===== config.mk =====
export PLATFORM = sky130hd
export DESIGN_NAME = ctrl_pipe_ex
export DESIGN_NICKNAME = d
export VERILOG_FILES = /design/src/rtl/ctrl_pipe_ex.sv
export SDC_FILE = /design/constraint.sdc
export NUM_CORES = 1
export LEC_CHECK = 0
export ABC_AREA = 1
export CAP_MARGIN = 20
export CORE_ASPECT_RATIO = 0.5
export CORE_UTILIZATION = 50
export DETAILED_ROUTE_END_ITERATION = 10
export GPL_TIMING_DRIVEN = 0
export PLACE_DENSITY = 0.79
export SYNTH_ARGS = -nofsm -noshare
export SYNTH_HDL_FRONTEND = slang
export SYNTH_SLANG_ARGS = --single-unit

===== constraint.sdc =====
create_clock -name clk -period 1.8 [get_ports clk]
set_clock_uncertainty 0.1 [all_clocks]
set_input_delay 0.36 -clock clk [delete_from_list [all_inputs] [get_ports clk]]
set_output_delay 0.36 -clock clk [all_outputs]
set_load 0.005 [all_outputs]

===== src/rtl/ctrl_pipe_ex.sv =====
// rtl/ctrl_pipe_ex.sv - E/M/W control pipeline with branch resolution and perf counters
module ctrl_pipe_ex #(
  parameter int CNT_W = 16
) (
  input  logic             clk,
  input  logic             rst,
  input  logic             hold,
  input  logic             flushE_hz,
  input  logic             validD,
  input  logic             regWriteD,
  input  logic             memWriteD,
  input  logic             ALUSrcD,
  input  logic             luiD,
  input  logic [1:0]       resultSrcD,
  input  logic [1:0]       jumpD,
  input  logic [1:0]       ALUOpD,
  input  logic [2:0]       branchD,
  input  logic             zeroE,
  input  logic             ltE,
  output logic [1:0]       ALUOpE,
  output logic             ALUSrcE,
  output logic             luiE,
  output logic [1:0]       resultSrcE,
  output logic             regWriteE,
  output logic [1:0]       pcSrcE,
  output logic             flushD,
  output logic             flushE,
  output logic             regWriteM,
  output logic             memWriteM,
  output logic [1:0]       resultSrcM,
  output logic             regWriteW,
  output logic [1:0]       resultSrcW,
  output logic [CNT_W-1:0] takenCnt,
  output logic [CNT_W-1:0] bubbleCnt,
  output logic [CNT_W-1:0] retireCnt
);

  typedef struct packed {
    logic       valid;
    logic       regwrite;
    logic       memwrite;
    logic       alusrc;
    logic       lui;
    logic [1:0] resultsrc;
    logic [1:0] jump;
    logic [1:0] aluop;
    logic [2:0] branch;
  } ectl_t;

  typedef struct packed {
    logic       valid;
    logic       regwrite;
    logic       memwrite;
    logic [1:0] resultsrc;
  } mctl_t;

  typedef struct packed {
    logic       valid;
    logic       regwrite;
    logic [1:0] resultsrc;
  } wctl_t;

  ectl_t e_q, d_in;
  mctl_t m_q;
  wctl_t w_q;
  logic  take_b;
  logic  redirect;

  // A killed slot in D enters E as an all-zero bubble
  always_comb begin
    d_in = '0;
    if (validD) begin
      d_in.valid     = 1'b1;
      d_in.regwrite  = regWriteD;
      d_in.memwrite  = memWriteD;
      d_in.alusrc    = ALUSrcD;
      d_in.lui       = luiD;
      d_in.resultsrc = resultSrcD;
      d_in.jump      = jumpD;
      d_in.aluop     = ALUOpD;
      d_in.branch    = branchD;
    end
  end

  always_comb begin
    take_b = 1'b0;
    case (e_q.branch)
      3'b001:  take_b = zeroE;
      3'b010:  take_b = ~zeroE;
      3'b011:  take_b = ltE;
      3'b100:  take_b = ~ltE;
      default: take_b = 1'b0;
    endcase
  end

  always_comb begin
    pcSrcE = 2'b00;
    if (e_q.valid) begin
      if (e_q.jump == 2'b10)
        pcSrcE = 2'b10;
      else if (e_q.jump == 2'b01 || take_b)
        pcSrcE = 2'b01;
    end
  end

  assign redirect = (pcSrcE != 2'b00);
  assign flushD   = redirect;
  assign flushE   = flushE_hz | redirect;

  assign ALUOpE     = e_q.aluop;
  assign ALUSrcE    = e_q.alusrc;
  assign luiE       = e_q.lui;
  assign resultSrcE = e_q.resultsrc;
  assign regWriteE  = e_q.regwrite;
  assign regWriteM  = m_q.regwrite;
  assign memWriteM  = m_q.memwrite;
  assign resultSrcM = m_q.resultsrc;
  assign regWriteW  = w_q.regwrite;
  assign resultSrcW = w_q.resultsrc;

  always_ff @(posedge clk) begin
    if (rst) begin
      e_q       <= '0;
      m_q       <= '0;
      w_q       <= '0;
      takenCnt  <= '0;
      bubbleCnt <= '0;
      retireCnt <= '0;
    end else if (!hold) begin
      e_q <= flushE ? '0 : d_in;
      m_q <= '{valid: e_q.valid, regwrite: e_q.regwrite,
               memwrite: e_q.memwrite, resultsrc: e_q.resultsrc};
      w_q <= '{valid: m_q.valid, regwrite: m_q.regwrite,
               resultsrc: m_q.resultsrc};
      if (redirect && takenCnt != '1)
        takenCnt <= takenCnt + CNT_W'(1);
      if (flushE && validD && bubbleCnt != '1)
        bubbleCnt <= bubbleCnt + CNT_W'(1);
      if (w_q.valid && retireCnt != '1)
        retireCnt <= retireCnt + CNT_W'(1);
    end
  end

endmodule


; ---- Word level (Yosys, flattened, before mapping)
; Cells that the tools add are included.
; Widths: inputs -> output; s select.
[totals]
regBits = 71
input_bits = 20
[classes]
add_sub_neg = 3
n_eq_ne = 9
mux = 6
bitwise = 4
n_reduce_logical = 9
[op_table]
columns = cell, n
row1 = $add 16x1->16 const B, 3
row2 = $ne 16x16->1 const B, 3
row3 = $mux 14, 2
row4 = $eq 3x2->1 const B, 2
row5 = $reduce_and 2->1, 3
row6 = $logic_and 1x1->1, 4
row7 = $mux 2, 2
row8 = $pmux 1 s4, 1
row9 = $eq 3x1->1 const B, 1
row10 = $eq 3x3->1 const B, 1
row11 = $not 1->1, 3
row12 = $eq 2x1->1 const B, 1
row13 = $eq 2x2->1 const B, 1
row14 = $reduce_bool 2->1, 1
row15 = $logic_or 1x1->1, 1
row16 = $mux 1, 1
row17 = $or 1x1->1, 1

; ---- Depth between registers and ports, before layout
[logic_depth]
depth_word = 11
ltp_mapped = 11
depth_no_buf = 10

; ---- Least setup slack after synthesis
; No wires, ideal clock.
[synth_path]
path_type = register to register
from = register takenCnt[0]
to = register takenCnt[8]
setup_time_ps = 70
arrival_time_ps = 1529
t_required_ps = 1630
setup_slack_ps = 101
stages_incl_launch_ff = 9
synth_period_minus_slack_ps = 1699
cell_sequence = dfxtp_1 > ha_1 > nand2_2 > nor3_4 > a31oi_4 > nand2_4 > buf_12 > nand2_2 > a21oi_2
[synth_between]
elab_chain_len = 3
[synth_lines]
columns = element, line
row1 = "start, declared", 33  ; output logic [CNT_W-1:0] takenCnt,
row2 = "start signal, assigned", 136  ; takenCnt <= takenCnt + CNT_W'(1);
row3 = "parallel branches: the longest is 3 deep, another holds $add 16x1->16", -
; Parallel ways; which one is timed is not known.
; A chain may end at the register's enable or synchronous reset.

; ---- Worst setup path after layout
[layout_path]
from = register e_q[0] (netlist bit)
to = output flushE
[layout_between]
elab_chain_len = 8
[layout_lines]
columns = element, line
row1 = "start, declared", 63  ; ectl_t e_q, d_in;
row2 = "start signal, assigned", 130  ; e_q <= flushE ? '0 : d_in;
row3 = $eq 3x3->1 (tied with other cells), 87  ; case (e_q.branch)
row4 = $pmux 1 s4 *, 87
row5 = $logic_or 1x1->1 *, 101  ; else if (e_q.jump == 2'b01 || take_b)
row6 = $mux 1 *, 101
row7 = $mux 2 *, 99  ; if (e_q.jump == 2'b10)
row8 = $mux 2 *, 98  ; if (e_q.valid) begin
row9 = $reduce_bool 2->1 *, 106  ; assign redirect = (pcSrcE != 2'b00);
row10 = $or 1x1->1 *, 108  ; assign flushE = flushE_hz | redirect;
row11 = "end, declared", 27  ; output logic flushE,
; Mark *: on every way between the ends. The rest lies on a longest branch, timed or not.

==> flow_metrics.tcl <==
set metrics [dict create \
    critPathRequiredTime_ps 1340 \
    drtIter0Drc 319 \
    synth_area_per_cell_um2 7.16 \
    grt_setup_unrepaired "true" \
    portBuffers 83 \
    routedWlPerCell_um 13.9 \
    tightest_slew_ps 644 \
    regToRegEndpoint "bubbleCnt[2]$_SDFFE_PP0P_" \
    outcome "finished with violations" \
    ir_worst_vdd_mv 0.499 \
    crit_fanout 3 \
    area_growth_pct 43.6 \
    route.vias.total 4040 \
    drtPass1Iterations 4 \
    fmax_mhz 518 \
    dp_hpwl_um 6730 \
    ant_nets 0 \
    min_to "ALUOpE[0]$_SDFFE_PP0N_" \
    syn_area_mm2 0.00389 \
    grt_pass1_wl_um 16600 \
    finalSetupViolCount 3 \
    hp-start "rst" \
    regToRegSetupSlack_ps 50 \
    ios 86 \
    timing.rr.start "bubbleCnt[0]$_SDFFE_PP0P_" \
    ys_seq_area_share_pct 36.5 \
    clock_sinks 71 \
    place.gp.congestion 0.895 \
    synth-seq-cells 71 \
    slowest_stage "dfxtp_2" \
    cts_tree "built" \
    clk_pin_slew_ps 60 \
    insertion_delay_ps 340 \
    nNetsFinal 684 \
    start_util_pct 52.4 \
    finalCritPeriodShare_pct 107 \
    ys.flop_type "dfxtp_1" \
    cts_buffers 9 \
    syn_inst 544 \
    mostFrequentLayoutCell "nand2_1" \
    rows 22 \
    cts.htree.levels 3 \
    powerDensity_mw_per_mm2 711 \
    end_kind "primary output" \
    drt_wl_total_um 10600 \
    relSlewSlack_pct 57.1 \
    slew_violations 0 \
    finalCriticalPeriod_ps 1930 \
    antennaDiodeCount 0 \
    hold_buffers 0 \
    synth-edff-count 0 \
    violations "setup timing" \
    grt_pass1_vias 3579 \
    slowest_delay_ps 340 \
    syn_nets 567 \
    avgViaCountPerCell 5.30 \
    ys_types 36 \
    track_usage_pct 26.1 \
    drc 0 \
    maxCapViolCount 0 \
    cts-root-buf "clkbuf_16" \
    grt_max_degree 13 \
    chipHeight_um 64.4 \
    r2r_cells 10 \
    place_area_mm2 0.00484 \
    crit_chain "inv_2 > nor2_1 > nand2_1 > nand3_2 > nand2_2 > nand2_4 > buf_6 > nand3_4 > buf_6 > buf_6" \
    die_w_um 127 \
    whs_path_depth 2 \
    layout-drive-gt1-share_pct 23.0 \
    final_area_mm2 0.00559 \
    grt_antenna_before_repair 0 \
    critPathKind "reg -> out" \
    coreArea_mm2 0.00743 \
    die_area_mm2 0.00816 \
    synth-warning-count 0 \
    setup_slack_ps -132 \
    startpoint_type "register" \
    cp_common_cell "buf_6" \
    cts_buffer_depth 2 \
    p_leak_nw 2.06 \
    crit_arrival_ps 1470 \
    worst_hold_slack_ps 140 \
    place_ws_ps -854 \
    min_path_type "in -> reg" \
    most-common-layout-cells "nand2_1 (106), clkdlybuf4s50_1 (77), nand3_1 (56)" \
    grt-ovfl-total 0 \
    hold_violations 0 \
    synthArstFlopShare_pct 0 \
]
## synth_stat cells, drive strengths merged (2+ instances only)
master | n | area, µm²
a31oi | 2 | 27.5
nand3 | 60 | 305
o21ai | 17 | 85.1
and3 | 3 | 18.8
nor2 | 55 | 209
inv | 51 | 191
nand4 | 21 | 131
nand3b | 2 | 15.0
ha | 3 | 37.5
a21oi | 60 | 349
nand2 | 126 | 521
buf | 18 | 156
clkbuf | 12 | 75.1
nor3 | 12 | 87.6
dfxtp | 71 | 1420
xor2 | 18 | 158
xnor2 | 9 | 78.8
## worst max-delay path, delay by kind of cell (launching register included)
family,cells,cell delay (ps)
DFF,1,340
buffers and inverters,4,360
and+or+nand+nor,6,420
## state kept, by name (all words and copies together), names as in the netlist, 2 cells and up
name / flops
ALUOpE: 2
resultSrcW: 2
resultSrcM: 2
resultSrcE: 2
bubbleCnt: 16
retireCnt: 16
e_q: 7
takenCnt: 16
## power by group
part / internal, mW / switching, mW / total [mW]
Clock: 1.39 / 0.682 / 2.07
Sequential: 1.59 / 0.0183 / 1.61
Combinational: 0.145 / 0.151 / 0.296
Total: 3.12 / 0.851 / 3.98
## worst max-delay path by stage
stage,startpoint,slack [ps],to
6_report,e_q[0]$_SDFFE_PP0N_,-130,flushE
5_1_grt,e_q[0]$_SDFFE_PP0N_,-190,flushE
4_1_cts,e_q[0]$_SDFFE_PP0N_,-170,flushE
3_5_place_dp,zeroE,-850,flushE
3_3_place_gp,zeroE,-830,flushE
2_1_floorplan,takenCnt[0]$_SDFFE_PP0P_,100,takenCnt[8]$_SDFFE_PP0P_
## stage by stage
stage	util (%)	cells	TNS (ps)	total power, mW
2_1_floorplan	-	544	0	1.78
3_3_place_gp	65.2	723	-13520	1.90
3_5_place_dp	65.2	723	-15780	1.90
4_1_cts	71.9	750	-351	3.98
5_1_grt	75.2	762	-553	4.13
6_report	75.2	762	-267	3.98
## layout make-up
| class | instances | area [µm²] |
|---|---|---|
| plain buffers | 30 | 249 |
| clock buffers | 11 | 243 |
| clock inverters | 5 | 105 |
| fillers | 544 | 1840 |
| inverters | 52 | 195 |
| multi-input cells | 391 | 2180 |
| flip-flops and latches | 71 | 1480 |
| well taps | 96 | 120 |
| repair buffers | 106 | 1020 |
## timing repair
action | in CTS | in global routing
resized for setup | 45 | 56
setup endpoints to repair | 58 | 72
cloned | 0 | 2
setup buffers | 11 | 10
pin swaps | 9 | 17
## layer usage
metal  routed length [µm]  GRT usage, %  vias to the layer above
li1                     -             -                     2018
met1                 4790          32.6                     1885
met2                 5060          42.4                      115
met3                  515          8.21                       22
met4                  191          9.82                        0
met5                    0             0                        -
## kinds of logic after synthesis
| kind of cell | share of synthesized area (%) |
|---|---|
| AO/OA/AOI/OAI | 12.1 |
| XOR/XNOR | 6.08 |
| adder cells (fa/ha/maj) | 0.964 |
| buffers and inverters | 11.0 |
| flip-flops | 36.5 |
| AND/OR/NAND/NOR | 33.4 |
No activity file was read; power rests on OpenSTA's default activity.
==> edit 1, RTL diff (same flow settings) <==
The parameter `CNT_W` goes from 16 to 14.
--- a/src/rtl/ctrl_pipe_ex.sv
+++ b/src/rtl/ctrl_pipe_ex.sv
@@ -1,6 +1,6 @@
 // rtl/ctrl_pipe_ex.sv - E/M/W control pipeline with branch resolution and perf counters
 module ctrl_pipe_ex #(
-  parameter int CNT_W = 16
+  parameter int CNT_W = 14
 ) (
   input  logic             clk,
   input  logic             rst,
Interface: changed (resized bubbleCnt, retireCnt and takenCnt); port bits go from 86 to 80. No check against the original RTL was run, so the function may have changed too.
==> edit 1 against the unedited design <==
The flow still finishes with violations (negative setup slack). Synthesized area down 8.3%. Non-clock buffer count down 19. Critical path depth unchanged. Power down 9.9%. Cell count down 11%. Sequential share of layout area up 0.43 points. Worst setup slack worse by 0.010 ns. Die area down 8.1%. Worst hold slack better by 0.16 ns. Wire length down 15%. Clock power down 12%. Sequential cell count down 6. Design area down 11%. First-iteration DRC count down 26%. Largest power group unchanged.
==> edit 1: results (changes against the unedited design) <==
| Metric | Value |
|---|---|
| Status | finished, violations left |
| Failing checks | negative setup slack |
| Routed WL | 9.01 mm (-15%) |
| Largest registers | bubbleCnt x14, retireCnt x14, takenCnt x14 |
| Final count of negative-setup-slack endpoints | 3 (unchanged) |
| Port Buffers | 77 (-7.2%) |
| CP startpoint | e_q[2] |
| Critical Path Slowest Stage Cell | dfxtp_4 |
| CP peak stage delay | 0.36 ns (+0.02 ns) |
| Setup tns final | -0.273 ns (-0.00573 ns) |
| Starting DRT DRC Count | 236 (-26%) |
| LEAKAGE | 1.82 nW (-11%) |
| FF-to-FF path depth | 11 (+1) |
| Cell variety after synth | 37 (+2.8%) |
| WP data arrival | 1.48 ns |
| Ratio of cells with drive above 1 in the final layout | 23.5% (+0.54 points) |
| Htree depth | 3 (unchanged) |
| WHS Endpoint | takenCnt[11] |
| Final nets | 605 (-12%) |
| Detailed-route via count | 3,521 (-13%) |
| Cells after Synth | 483 (-11%) |
| Top cells by count, synth | nand2_1 (93), dfxtp_1 (65), nand3_1 (49), nor2_1 (41), inv_1 (40) |
| Vias in the first global route | 3,129 (-13%) |
| Fill count | 510 (-6.3%) |
| Placed cell area | 4450 µm² (-8.0%) |
| Pre-CTS setup slack | -0.771 ns (+0.0827 ns) |
| Crit path to | flushD |
| Placed cell count | 652 (-9.8%) |
| Final setup margin | -0.142 ns (-0.00996 ns) |
| Hold slack | 0.300 ns (+0.159 ns) |
| Slew @ Worst Pin | 0.640 ns (-0.00415 ns) |
| R2R Path End | e_q[2] |
| Top post-synthesis cells by area | dfxtp_1 (36%), nand2_1 (9.8%), nand3_1 (6.9%) |
| Synth warnings | 0 (unchanged) |
| First drt pass iteration count | 5 (+1) |
| VDD IR max | 0.599 mV (+20%) |
| Post-DP HPWL | 6.08 mm (-9.6%) |
| Total GRT Usage | 25.0% (-1.1 points) |
| First-pass GRT wire length | 14.4 mm (-13%) |
| CTS Buf Count | 9 (unchanged) |
| Seq/Total Area, Yosys | 36.5% (-0.050 points) |
## edit 1: cell types whose count changed after synthesis, sizes merged, moves of 2 or more
| cell | change |
|---|---|
| a21oi | -3 |
| a31oi | -2 |
| and3 | -3 |
| clkbuf | -2 |
| dfxtp | -6 |
| inv | -4 |
| nand2 | -20 |
| nand3 | -9 |
| nor2 | -10 |
| nor3 | -3 |
| o21ai | -2 |
| xnor2 | +2 |
## edit 1: cell families (layout without fill, tap and decap cells)
family | count (synthesis) | in the layout | share of synthesized area [%]
AO/OA/AOI/OAI | 74 | 74 | 13.0
adder cells (fa/ha/maj) | 3 | 3 | 1.05
XOR/XNOR | 29 | 29 | 7.12
AND/OR/NAND/NOR | 235 | 235 | 31.9
buffers and inverters | 77 | 181 | 10.4
flip-flops | 65 | 65 | 36.5
## edit 1: timing repair
action                     in CTS  in global routing
setup buffers                   8                  3
resized for setup              36                 32
hold buffers                    0                  0
pin swaps                      10                  9
setup endpoints to repair      31                 52
## edit 1: report_power, final
group          switching (mW)  leakage [nW]  internal (mW)  total [mW]
combinational           0.142          1.13          0.129       0.271
clock                   0.679         0.148           1.15        1.83
sequential             0.0192         0.540           1.46        1.48
total                   0.840          1.82           2.74        3.58
## edit 1: metal layers
| metal | global-route usage [%] | share of wire (%) | up-vias |
|---|---|---|---|
| met5 | 0 | 0 | - |
| met4 | 10.2 | 1.3 | 0 |
| met3 | 6.20 | 4.3 | 13 |
| met2 | 40.3 | 45 | 73 |
| met1 | 32.9 | 49 | 1661 |
| li1 | - | - | 1774 |
## edit 1: layout make-up
class,count,area [µm²],share of cell area (%)
clock inverter,5,62.6,1.25
clock buffer,11,253,5.06
tap,92,115,2.30
inverter,48,180,3.61
timing repair buffer,88,851,17.0
buffer,29,210,4.21
sequential,65,1340,26.8
multi-input combinational,341,1980,39.7
==> edit 2, RTL diff (same flow settings) <==
Without the edit above. Register the output `takenCnt` once more, cleared by the reset; this adds one clock of latency there. The other outputs are not delayed to match.
--- a/src/rtl/ctrl_pipe_ex.sv
+++ b/src/rtl/ctrl_pipe_ex.sv
@@ -59,6 +59,8 @@
     logic       regwrite;
     logic [1:0] resultsrc;
   } wctl_t;
+
+  logic [CNT_W-1:0] takenCnt_s0;
 
   ectl_t e_q, d_in;
   mctl_t m_q;
@@ -123,7 +125,7 @@
       e_q       <= '0;
       m_q       <= '0;
       w_q       <= '0;
-      takenCnt  <= '0;
+      takenCnt_s0 <= '0;
       bubbleCnt <= '0;
       retireCnt <= '0;
     end else if (!hold) begin
@@ -132,8 +134,8 @@
                memwrite: e_q.memwrite, resultsrc: e_q.resultsrc};
       w_q <= '{valid: m_q.valid, regwrite: m_q.regwrite,
                resultsrc: m_q.resultsrc};
-      if (redirect && takenCnt != '1)
-        takenCnt <= takenCnt + CNT_W'(1);
+      if (redirect && takenCnt_s0 != '1)
+        takenCnt_s0 <= takenCnt_s0 + CNT_W'(1);
       if (flushE && validD && bubbleCnt != '1)
         bubbleCnt <= bubbleCnt + CNT_W'(1);
       if (w_q.valid && retireCnt != '1)
@@ -141,5 +143,13 @@
     end
   end
 
+  always_ff @(posedge clk) begin
+    if (rst) begin
+      takenCnt <= '0;
+    end else begin
+      takenCnt <= takenCnt_s0;
+    end
+  end
+
 endmodule
 
Function: changed (Yosys sat finds a counterexample within 4 cycles, from zero or initial values and one cycle with rst high).
==> edit 2 against the unedited design <==
Synthesized area rose by 8.7%. Highest routed layer unchanged. Wire length increased by 20%. Worst setup slack got worse by 0.032 ns. Power rose by 8.9%. Largest cell class unchanged. Sequential share of layout area up 2.5 points. Register-to-register slack lost 0.10 ns. Design area up 11%. The run still ends with negative setup slack left. Sequential cell count up 16.
==> edit 2: results (changes against the unedited design) <==
| Metric | Value |
|---|---|
| Status | finished, violations left |
| Failing checks | negative setup slack |
| Final count of negative-setup-slack endpoints | 14 (+11) |
| Finished Layout Cells | 831 (+9.1%) |
| Pre-CTS setup slack | -0.898 ns (-0.0441 ns) |
| Top post-synthesis cells by area | dfxtp_1 (41%), nand2_1 (11%), nand3_1 (6.7%) |
| Critical Path Slowest Stage Cell | dfxtp_1 |
| Ratio of cells with drive above 1 in the final layout | 23.4% (+0.39 points) |
| Cells after Synth | 584 (+7.4%) |
| Hold slack | 0.359 ns (+0.219 ns) |
| Vias in the first global route | 3,807 (+6.4%) |
| Final nets | 737 (+7.7%) |
| Sw Share | 21.7% (+0.26 points) |
| Placed cell area | 5220 µm² (+7.8%) |
| Slew @ Worst Pin | 0.580 ns (-0.0637 ns) |
| Final setup margin | -0.164 ns (-0.0317 ns) |
| CP peak stage delay | 0.36 ns (+0.02 ns) |
| Via density per instance | 5.45 (+2.8%) |
| Top cells by count, synth | nand2_1 (128), dfxtp_1 (87), nor2_1 (69), nand3_1 (57), a21oi_1 (53) |
| Port Buffers | 85 (+2.4%) |
| Syn Nets | 607 (+7.1%) |
| Worst path top cell family by delay | buffers and inverters |
| Setup tns final | -0.598 ns (-0.331 ns) |
| Reg-to-reg slack, setup | -0.05 ns (-0.10 ns) |
| WP data arrival | 1.50 ns (+0.03 ns) |
| First drt pass iteration count | 7 (+3) |
## edit 2: how the worst max path moves through the flow
stage | startpoint | endpoint | slack, ns | cells after the start
final | e_q[6] | flushD | -0.16 | 8
after global routing | e_q[1] | flushD | -0.22 | 9
after CTS | e_q[0] | flushD | -0.17 | 10
after detailed placement | zeroE | flushE | -0.90 | 9
after global placement | zeroE | flushE | -0.89 | 9
after floorplan | takenCnt_s0[0] | takenCnt_s0[10] | 0.006 | 9
## edit 2: final cells by class
cell class	instances	area, µm²	area share (%)
multi-input cells	416	2330	37.6
flip-flops and latches	87	1790	28.9
repair buffers	120	1180	19.1
clock buffers	13	260	4.20
plain buffers	32	241	3.90
inverters	48	183	2.95
well taps	112	140	2.26
clock inverters	3	65.1	1.05
## edit 2: power by group through the flow
stage                     sequential (mW)  combinational (mW)  clock, mW
after CTS                            1.96               0.286       2.05
after global routing                 1.96               0.356       2.13
after detailed placement             2.01               0.254          0
after global placement               2.01               0.251          0
final                                1.96               0.333       2.03
after floorplan                      2.00               0.132          0
## edit 2: routing by layer
layer | share of wire, % | GRT usage (%) | vias to the layer above | routed length [µm]
met5 | 0 | 0 | - | 0
li1 | - | - | 2162 | -
met1 | 42 | 31.8 | 2119 | 5340
met3 | 6.0 | 6.01 | 40 | 759
met4 | 2.5 | 10.9 | 0 | 318
met2 | 49 | 45.6 | 207 | 6210
## edit 2: repair_timing
action	CTS	global route
pin swaps	13	29
resized for setup	63	78
endpoints found under the setup margin	61	86
cloned	1	5
setup buffers	18	14
## edit 2: cell families after synthesis
family	synth area share, %
AO/OA/AOI/OAI	10.3
adder cells (fa/ha/maj)	0.887
AND/OR/NAND/NOR	32.0
flip-flops	41.2
buffers and inverters	8.66
XOR/XNOR	7.04
